`src/rtl/aes_sbox_pkg.sv`:
```
`default_nettype none
// ============================================================================
// Module      : aes_sbox_pkg
// Description : Shared types and constants for the S-box scheduler slice.
//               Owner encoding, the {valid, owner} tag carried alongside each
//               operand through the shared S-box pipeline, and byte/share
//               width constants.
// Revision    : 1.0 - initial release
// ============================================================================
package aes_sbox_pkg;

    localparam int BYTE_W    = 8;
    localparam int D_DEFAULT = 2;

    // Which requester an in-flight S-box operation belongs to
    localparam logic OWNER_KS = 1'b0;
    localparam logic OWNER_DP = 1'b1;

    typedef struct packed {
        logic valid;
        logic owner;
    } sbox_tag_t;

    localparam sbox_tag_t TAG_EMPTY = '{valid: 1'b0, owner: OWNER_KS};

    // Bus width for a byte carried as d shares
    function automatic int share_bus_w(input int d);
        return BYTE_W * d;
    endfunction

endpackage
`default_nettype wire

```
`src/rtl/sbox_scheduler_if.sv`:
```
`default_nettype none
// ============================================================================
// Module      : sbox_scheduler_if
// Description : Bundles every non-clock signal of the S-box scheduler.
//               master : the environment (key schedule, datapath, round
//                        controller and the shared S-box unit)
//               slave  : the scheduler itself
// Signals     : ks_/dp_ valid, ready, data, inv   request handshakes
//               ks_/dp_ rvalid, rdata              result returns
//               sbox_in, sbox_inv, sbox_out         shared S-box unit link
//               drain, idle                        drain-to-idle control
// Revision    : 1.0 - initial release
// ============================================================================
interface sbox_scheduler_if
    import aes_sbox_pkg::*;
#(
    parameter int D = D_DEFAULT
) ();

    localparam int W = share_bus_w(D);

    // Key-schedule requester
    logic         ks_valid;
    logic         ks_ready;
    logic [W-1:0] ks_data;
    logic         ks_inv;
    logic         ks_rvalid;
    logic [W-1:0] ks_rdata;

    // State datapath requester
    logic         dp_valid;
    logic         dp_ready;
    logic [W-1:0] dp_data;
    logic         dp_inv;
    logic         dp_rvalid;
    logic [W-1:0] dp_rdata;

    // Shared S-box unit
    logic [W-1:0] sbox_in;
    logic         sbox_inv;
    logic [W-1:0] sbox_out;

    // Drain control
    logic         drain;
    logic         idle;

    modport master (
        output ks_valid, ks_data, ks_inv,
        output dp_valid, dp_data, dp_inv,
        output sbox_out, drain,
        input  ks_ready, ks_rvalid, ks_rdata,
        input  dp_ready, dp_rvalid, dp_rdata,
        input  sbox_in, sbox_inv, idle
    );

    modport slave (
        input  ks_valid, ks_data, ks_inv,
        input  dp_valid, dp_data, dp_inv,
        input  sbox_out, drain,
        output ks_ready, ks_rvalid, ks_rdata,
        output dp_ready, dp_rvalid, dp_rdata,
        output sbox_in, sbox_inv, idle
    );

endinterface
`default_nettype wire

```
`src/rtl/sbox_tag_pipe.sv`:
```
`default_nettype none
// ============================================================================
// Module      : sbox_tag_pipe
// Description : LATENCY-deep shift register of {valid, owner} tags that runs
//               in lock-step with the shared S-box pipeline. Shifts every
//               cycle; synchronous clear empties every stage.
// Ports       : clk      clock, rising edge
//               rst      synchronous clear, active-high
//               tail_tag tag entering stage 0 this cycle
//               head_tag tag leaving the last stage (aligned with sbox_out)
//               busy     at least one stage holds a valid tag
// Revision    : 1.0 - initial release
// ============================================================================
module sbox_tag_pipe
    import aes_sbox_pkg::*;
#(
    parameter int LATENCY = 4
) (
    input  wire logic      clk,
    input  wire logic      rst,
    input  wire sbox_tag_t tail_tag,
    output sbox_tag_t      head_tag,
    output logic           busy
);

    sbox_tag_t            r_stage [LATENCY];
    logic [LATENCY-1:0]   w_stage_valid;

    always_ff @(posedge clk) begin
        if (rst) begin
            for (int i = 0; i < LATENCY; i++) begin
                r_stage[i] <= TAG_EMPTY;
            end
        end else begin
            r_stage[0] <= tail_tag;
            for (int i = 1; i < LATENCY; i++) begin
                r_stage[i] <= r_stage[i-1];
            end
        end
    end

    generate
        for (genvar g = 0; g < LATENCY; g++) begin : g_stage_valid
            assign w_stage_valid[g] = r_stage[g].valid;
        end
    endgenerate

    assign head_tag = r_stage[LATENCY-1];
    assign busy     = |w_stage_valid;

endmodule
`default_nettype wire

```
`src/rtl/sbox_scheduler.sv`:
```
`default_nettype none
// ============================================================================
// Module      : sbox_scheduler
// Description : Time-shares one pipelined (masked) S-box unit between the
//               key schedule (ks) and the state datapath (dp). Round-robin
//               arbitration, at most one grant per cycle; each grant is
//               tagged with its owner and the result is routed back to that
//               owner exactly LATENCY cycles later. drain blocks new grants
//               so the unit can empty before a key change.
// Ports       : clk  clock, rising edge
//               rst  synchronous reset, active-high
//               bus  sbox_scheduler_if.slave (handshakes, results, S-box
//                    unit link, drain/idle)
// Parameters  : D        shares per byte
//               LATENCY  register stages inside the S-box unit (>= 1)
// Revision    : 1.0 - initial release
// ============================================================================
module sbox_scheduler
    import aes_sbox_pkg::*;
#(
    parameter int D       = D_DEFAULT,
    parameter int LATENCY = 4
) (
    input  wire logic       clk,
    input  wire logic       rst,
    sbox_scheduler_if.slave bus
);

    localparam int W = share_bus_w(D);

    logic      r_last_owner;   // owner of the most recent transfer
    logic      w_ks_grant;
    logic      w_dp_grant;
    logic      w_xfer;
    sbox_tag_t w_tail_tag;
    sbox_tag_t w_head_tag;
    logic      w_busy;

    // ------------------------------------------------------------------
    // Arbitration. A grant is the ready itself, so ready is only raised
    // for a requester that is actually presenting a request. On a tie the
    // requester that did not win last time is served.
    // ------------------------------------------------------------------
    always_comb begin
        w_ks_grant = 1'b0;
        w_dp_grant = 1'b0;
        if (!rst && !bus.drain) begin
            if (bus.ks_valid && (!bus.dp_valid || (r_last_owner == OWNER_DP))) begin
                w_ks_grant = 1'b1;
            end else if (bus.dp_valid) begin
                w_dp_grant = 1'b1;
            end
        end
    end

    assign w_xfer       = w_ks_grant | w_dp_grant;
    assign bus.ks_ready = w_ks_grant;
    assign bus.dp_ready = w_dp_grant;

    // Pointer resets to "dp last" so ks wins the first tie
    always_ff @(posedge clk) begin
        if (rst) begin
            r_last_owner <= OWNER_DP;
        end else if (w_xfer) begin
            r_last_owner <= w_dp_grant ? OWNER_DP : OWNER_KS;
        end
    end

    // ------------------------------------------------------------------
    // Operand mux. Shares of a requester that is not granted are never
    // forwarded: the S-box sees all-zero when nothing is granted.
    // ------------------------------------------------------------------
    always_comb begin
        bus.sbox_in  = '0;
        bus.sbox_inv = 1'b0;
        if (w_ks_grant) begin
            bus.sbox_in  = bus.ks_data;
            bus.sbox_inv = bus.ks_inv;
        end else if (w_dp_grant) begin
            bus.sbox_in  = bus.dp_data;
            bus.sbox_inv = bus.dp_inv;
        end
    end

    // ------------------------------------------------------------------
    // Tag pipeline, aligned with the S-box unit: the tag captured at the
    // transfer edge reaches the head in the same cycle the unit presents
    // the matching result on sbox_out.
    // ------------------------------------------------------------------
    always_comb begin
        w_tail_tag.valid = w_xfer;
        w_tail_tag.owner = w_dp_grant ? OWNER_DP : OWNER_KS;
    end

    sbox_tag_pipe #(
        .LATENCY (LATENCY)
    ) u_tag_pipe (
        .clk      (clk),
        .rst      (rst),
        .tail_tag (w_tail_tag),
        .head_tag (w_head_tag),
        .busy     (w_busy)
    );

    // ------------------------------------------------------------------
    // Result routing. Result buses are zero outside their rvalid pulse so
    // one owner never observes the other owner's shares.
    // ------------------------------------------------------------------
    assign bus.ks_rvalid = w_head_tag.valid && (w_head_tag.owner == OWNER_KS);
    assign bus.dp_rvalid = w_head_tag.valid && (w_head_tag.owner == OWNER_DP);
    assign bus.ks_rdata  = bus.ks_rvalid ? bus.sbox_out : {W{1'b0}};
    assign bus.dp_rdata  = bus.dp_rvalid ? bus.sbox_out : {W{1'b0}};

    assign bus.idle = !w_busy && !w_xfer;

endmodule
`default_nettype wire
```
`src/flat_wrapper.sv`:
```
// flat-port wrapper written by rule: the top's interface ports become plain ports
module sbox_scheduler_flat import aes_sbox_pkg::*;
#(
    parameter int D       = D_DEFAULT,
    parameter int LATENCY = 4
)
  (clk, rst, bus_ks_valid, bus_ks_data, bus_ks_inv, bus_dp_valid, bus_dp_data, bus_dp_inv, bus_sbox_out, bus_drain, bus_ks_ready, bus_ks_rvalid, bus_ks_rdata, bus_dp_ready, bus_dp_rvalid, bus_dp_rdata, bus_sbox_in, bus_sbox_inv, bus_idle);
  sbox_scheduler_if #(.D(D)) bus_i ();
  input  wire logic clk;
  input  wire logic rst;
  input wire logic [$bits(bus_i.ks_valid)-1:0] bus_ks_valid;
  input wire logic [$bits(bus_i.ks_data)-1:0] bus_ks_data;
  input wire logic [$bits(bus_i.ks_inv)-1:0] bus_ks_inv;
  input wire logic [$bits(bus_i.dp_valid)-1:0] bus_dp_valid;
  input wire logic [$bits(bus_i.dp_data)-1:0] bus_dp_data;
  input wire logic [$bits(bus_i.dp_inv)-1:0] bus_dp_inv;
  input wire logic [$bits(bus_i.sbox_out)-1:0] bus_sbox_out;
  input wire logic [$bits(bus_i.drain)-1:0] bus_drain;
  output wire logic [$bits(bus_i.ks_ready)-1:0] bus_ks_ready;
  output wire logic [$bits(bus_i.ks_rvalid)-1:0] bus_ks_rvalid;
  output wire logic [$bits(bus_i.ks_rdata)-1:0] bus_ks_rdata;
  output wire logic [$bits(bus_i.dp_ready)-1:0] bus_dp_ready;
  output wire logic [$bits(bus_i.dp_rvalid)-1:0] bus_dp_rvalid;
  output wire logic [$bits(bus_i.dp_rdata)-1:0] bus_dp_rdata;
  output wire logic [$bits(bus_i.sbox_in)-1:0] bus_sbox_in;
  output wire logic [$bits(bus_i.sbox_inv)-1:0] bus_sbox_inv;
  output wire logic [$bits(bus_i.idle)-1:0] bus_idle;
  assign bus_i.ks_valid = bus_ks_valid;
  assign bus_i.ks_data = bus_ks_data;
  assign bus_i.ks_inv = bus_ks_inv;
  assign bus_i.dp_valid = bus_dp_valid;
  assign bus_i.dp_data = bus_dp_data;
  assign bus_i.dp_inv = bus_dp_inv;
  assign bus_i.sbox_out = bus_sbox_out;
  assign bus_i.drain = bus_drain;
  assign bus_ks_ready = bus_i.ks_ready;
  assign bus_ks_rvalid = bus_i.ks_rvalid;
  assign bus_ks_rdata = bus_i.ks_rdata;
  assign bus_dp_ready = bus_i.dp_ready;
  assign bus_dp_rvalid = bus_i.dp_rvalid;
  assign bus_dp_rdata = bus_i.dp_rdata;
  assign bus_sbox_in = bus_i.sbox_in;
  assign bus_sbox_inv = bus_i.sbox_inv;
  assign bus_idle = bus_i.idle;
  sbox_scheduler #(.D(D), .LATENCY(LATENCY)) u_core (.clk(clk), .rst(rst), .bus(bus_i));
endmodule
```
`config.mk`:
```
export PLATFORM = sky130hd
export DESIGN_NAME = sbox_scheduler_flat
export DESIGN_NICKNAME = d
export VERILOG_FILES = /design/src/rtl/aes_sbox_pkg.sv /design/src/rtl/sbox_scheduler_if.sv /design/src/rtl/sbox_tag_pipe.sv /design/src/rtl/sbox_scheduler.sv /design/src/flat_wrapper.sv
export SDC_FILE = /design/constraint.sdc
export NUM_CORES = 1
export LEC_CHECK = 0
export ABC_AREA = 0
export CAP_MARGIN = 20
export CORE_ASPECT_RATIO = 0.75
export CORE_UTILIZATION = 23
export DETAILED_ROUTE_END_ITERATION = 12
export PLACE_DENSITY = 0.82
export SLEW_MARGIN = 20
export SYNTH_ARGS = -nofsm -noshare
export SYNTH_HDL_FRONTEND = slang
export SYNTH_SLANG_ARGS = --single-unit
export TNS_END_PERCENT = 30
```
`constraint.sdc`:
```
create_clock -name clk -period 1.7 [get_ports clk]
set_clock_uncertainty 0.1 [all_clocks]
set_input_delay 0.17 -clock clk [delete_from_list [all_inputs] [get_ports clk]]
set_output_delay 0.17 -clock clk [all_outputs]
set_load 0.02 [all_outputs]
```
==> results of run 1 <==
## sequential cells by signal (all words and copies together), names as in the netlist
signal,count
u_core.r_last_owner,1
u_core.u_tag_pipe.r_stage,8
## worst reg2reg max path: cells and delay by family, from the launching register on
| family | cells | cell delay (ns) |
|---|---|---|
| buf+inv | 1 | 0.11 |
| flops | 1 | 0.34 |
| compound gates | 1 | 0.29 |
| simple gates | 1 | 0.04 |
## layout by cell type, fill, tap and decap left out
| cell type | n |
|---|---|
| sky130_fd_sc_hd__clkdlybuf4s50_1 | 50 |
| sky130_fd_sc_hd__buf_2 | 20 |
| sky130_fd_sc_hd__dlygate4sd2_1 | 19 |
| sky130_fd_sc_hd__and2_1 | 17 |
| sky130_fd_sc_hd__and3_1 | 17 |
| sky130_fd_sc_hd__a22o_1 | 17 |
| sky130_fd_sc_hd__buf_4 | 13 |
| sky130_fd_sc_hd__dfxtp_1 | 8 |
| sky130_fd_sc_hd__and2b_1 | 7 |
| sky130_fd_sc_hd__clkdlybuf4s15_1 | 5 |
| sky130_fd_sc_hd__clkbuf_2 | 4 |
| sky130_fd_sc_hd__clkdlybuf4s15_2 | 4 |
| sky130_fd_sc_hd__and3_4 | 3 |
| sky130_fd_sc_hd__clkbuf_8 | 3 |
| sky130_fd_sc_hd__nand2b_1 | 2 |
| sky130_fd_sc_hd__nor2_1 | 2 |
| sky130_fd_sc_hd__nand2_2 | 1 |
| sky130_fd_sc_hd__nor2_4 | 1 |
| sky130_fd_sc_hd__o21a_1 | 1 |
| sky130_fd_sc_hd__or4_1 | 1 |
| sky130_fd_sc_hd__a221o_1 | 1 |
| sky130_fd_sc_hd__clkbuf_1 | 1 |
| sky130_fd_sc_hd__buf_6 | 1 |
| sky130_fd_sc_hd__buf_12 | 1 |
| sky130_fd_sc_hd__dfxtp_2 | 1 |
## kinds of logic (layout without fill, tap and decap cells)
| family | count (synthesis) | in the layout | share of synthesized area [%] |
|---|---|---|---|
| and+or+nand+nor | 50 | 51 | 44.4 |
| DFF | 9 | 9 | 25.0 |
| AOI/OAI and AO/OA | 19 | 19 | 23.1 |
| buffers and inverters | 7 | 121 | 7.63 |
## power breakdown
| part | internal [mW] | switching [mW] |
|---|---|---|
| combinational | 0.166 | 0.0995 |
| clock | 0.163 | 0.0836 |
| sequential | 0.219 | 0.00333 |
## cell type report
| cell class | instances | area [sq um] | area share [%] |
|---|---|---|---|
| clock buffers | 4 | 45.0 | 2.51 |
| multi-input cells | 70 | 510 | 28.4 |
| flip-flops and latches | 9 | 181 | 10.1 |
| well taps | 38 | 47.5 | 2.65 |
| repair buffers | 117 | 1010 | 56.3 |
## synthesized netlist by cell type (all sizes together)
library cell	n	area, sq um
clkbuf	2	7.51
dfxtp	9	180
nor2	3	13.8
nand2b	2	12.5
and2	17	106
or4	1	7.51
a221o	1	10.0
buf	5	47.5
and2b	7	52.6
and3	19	124
o21a	1	7.51
a22o	17	149
nand2	1	3.75
## worst min path at each step
stage	cells past startpoint	to	from	slack, ns
2_1_floorplan	1	u_core.r_last_owner$_SDFFE_PP1P_	rst	0.17
3_3_place_gp	1	u_core.u_tag_pipe.r_stage[1][0]$_SDFF_PP0_	u_core.u_tag_pipe.r_stage[0][0]$_SDFF_PP0_	0.32
3_5_place_dp	1	u_core.u_tag_pipe.r_stage[1][0]$_SDFF_PP0_	u_core.u_tag_pipe.r_stage[0][0]$_SDFF_PP0_	0.33
4_1_cts	1	u_core.u_tag_pipe.r_stage[1][0]$_SDFF_PP0_	u_core.u_tag_pipe.r_stage[0][0]$_SDFF_PP0_	0.34
5_1_grt	1	u_core.u_tag_pipe.r_stage[3][0]$_SDFF_PP0_	u_core.u_tag_pipe.r_stage[2][0]$_SDFF_PP0_	0.36
6_report	1	u_core.u_tag_pipe.r_stage[3][0]$_SDFF_PP0_	u_core.u_tag_pipe.r_stage[2][0]$_SDFF_PP0_	0.34
## metal layers
| metal | wire length (microns) | GRT usage (%) | share of wire [%] |
|---|---|---|---|
| met3 | 247 | 2.73 | 6.9 |
| met1 | 1500 | 22.9 | 42 |
| met5 | 0 | 0 | 0 |
| met4 | 8 | 5.67 | 0.22 |
| met2 | 1800 | 38.2 | 51 |
## timing repair
item	in CTS	in global routing
hold endpoints to repair	0	0
gates cloned	1	0
pin swaps	2	1
setup endpoints to repair	54	22
resized for setup	150	19
## stage by stage
step           instances  setup WS (ns)  hold slack, ns
2_1_floorplan         85          0.287           0.175
3_3_place_gp         234         -0.411           0.320
3_5_place_dp         234         -0.490           0.326
4_1_cts              239        0.00143           0.336
5_1_grt              238       0.000531           0.358
6_report             238         0.0400           0.337
==> results.md, run 1 <==
- The min-delay analysis places its worst path in the category register to register.
- Setup repair after global routing left no endpoint under its margin.
- At the end of routability-driven placement, the weighted congestion stood at 0.749.
- In the final routed layout, each cell accounts on average for 15.0 microns.
- The die covers 3370 sq um.
- The path depth of the worst reg2reg path is 3.
- The HPWL after detailed placement is 2.80 mm.
- The region available for standard cell placement spans 2960 sq um.
- Dividing total power by cell area gives a power density of 409 nW/um^2.
- The tree built by TritonCTS fans out to 9 sinks.
- Together, buffers and inverters on the worst path number 3.
- The post-synthesis net count is 140.
- The placed cell area is 1900 sq um.
- Across the run, the number of max-cap violations was 0.
- The DRC violations left is 0.
- The number of antenna violations at the first check in global routing was 0.
- The total wirelength of the detailed-routed design is 3.56 mm.
- The number of nets in the layout is 256.
- The total power is 0.734 mW.
- The count of nets left with antenna violations after detail routing is 0.
- The flop and latch count out of synthesis is 9.
- The critical path capture point type is an output pin.
- Entering global routing, the biggest net connects 19 pins.
- The type of the worst setup path is register to output pin.
- In this run the worst path has a maximum fanout of 17.
- The sequential area share after synthesis is 25.0%.
- The number of top-level design ports is 109.
- The number of global-route vias before repair is 1069.
- The later pin in the worst-skew pair is clocked with a latency of 0.23 ns.
- Setup violations remaining at the end of the flow were counted as 0.
- The worst endpoint data arrival time is 1.39 ns.
- The cell class contributing the biggest share of worst-path delay is buffers and inverters.
- The register-to-register path setup slack is 0.70 ns.
- In this run the tool buffered the top-level ports with 108 buffer cells.
- The global route total overflow is 0.
- The transition time at the pin with the least slew margin is 0.238 ns.
- The worst-case IR drop observed on VDD is 0.408 mV.
- Cells with a size suffix above 1 make up 26.0% of the layout.
- Following the worst setup path forward leads to its endpoint at bus_ks_rdata[2].
- The vertical die dimension is 50.5 microns.
- The number of instances in the synthesized netlist is 85.
- In this run the mean area of a mapped cell was 8.49 sq um.
- Based on the critical path, the design can be clocked at up to 602 MHz.
- The element type at the critical path start is a register.
- The finished cells cover 1800 sq um.
- The synthesized cell area is 722 sq um.
- From left edge to right edge, the die measures 66.7 microns.
- CTS built an H-tree with a depth of 1.
- Once the clock tree was built, the setup fixing pass inserted 0 buffers.
- The signal on the critical path passes through buf_4, and2b_1, buf_12, and2_1, clkdlybuf4s15_2.
- The initial utilization of the core area, before any placement, comes to 24.4%.
- Tracing the worst setup path back leads to its startpoint at u_core.u_tag_pipe.r_stage[3][1]$_SDFF_PP0_.
- The part of the cycle the worst path needs is 97.6%.
- The worst endpoint required time is 1.43 ns.
- The number of slew-limit violations in the final report is 0.
- The DRC violation total after the first TritonRoute iteration is 17.
- The row count is 17.
- The count of endpoints failing hold in the final timing report is 0.
- The number of fillers in the final layout is 295.
- The total via count after detailed routing is 1103.
- Dividing the detail-routed via count by the number of cells gives 4.63.
- In this run the static leakage power is 0.971 nW.
- The final total negative setup slack is 0 ns.
- Measured on the finished design, the core utilization comes to 60.7%.
- The clock transition at the registers of the reported paths is 0.05 ns.
- The smallest clock period supported by the final layout is computed as 1.66 ns.
- The relative slew slack is 84.2%.
- The first global-routing pass estimated 5.09 mm of wire.
- The TritonCTS buffer count is 3.
- The global routing usage summed across all routing layers is 20.1%.
- The tree is rooted in a sky130_fd_sc_hd__clkbuf_8.
- The number of warnings reported in the yosys synthesis log is 0.
- The largest buffer count on any clock path is 2.
- The count of antenna diodes in the layout is 0.
- The clock tree from TritonCTS is yes.
- The number of hold-repair buffers added at the cts stage is 0.
- The area added between synthesis and finish is 149%.
- The unique cell type count in the Yosys netlist is 17.
- In this design, the stage delay of the slowest critical-path cell is 0.30 ns.
- The run finished with clean final reports.
- The reg-to-reg critical path endpoint is u_core.r_last_owner$_SDFFE_PP1P_.
- The count of cell instances traversed by the critical path is 5.
- The largest individual stage delay along the critical path comes from the cell sky130_fd_sc_hd__dfxtp_1.
- The startpoint identified for the worst register-to-register timing path is u_core.r_last_owner$_SDFFE_PP1P_.
- The first detailed-routing pass ran for 4 iterations.
Power figures use the tool's default switching activity.
==> run 2: changes to the inputs <==
CAP_MARGIN = 10   (was 20)
==> results of run 2 <==
Final layout, timing and power as in run 1 (identical DEF).
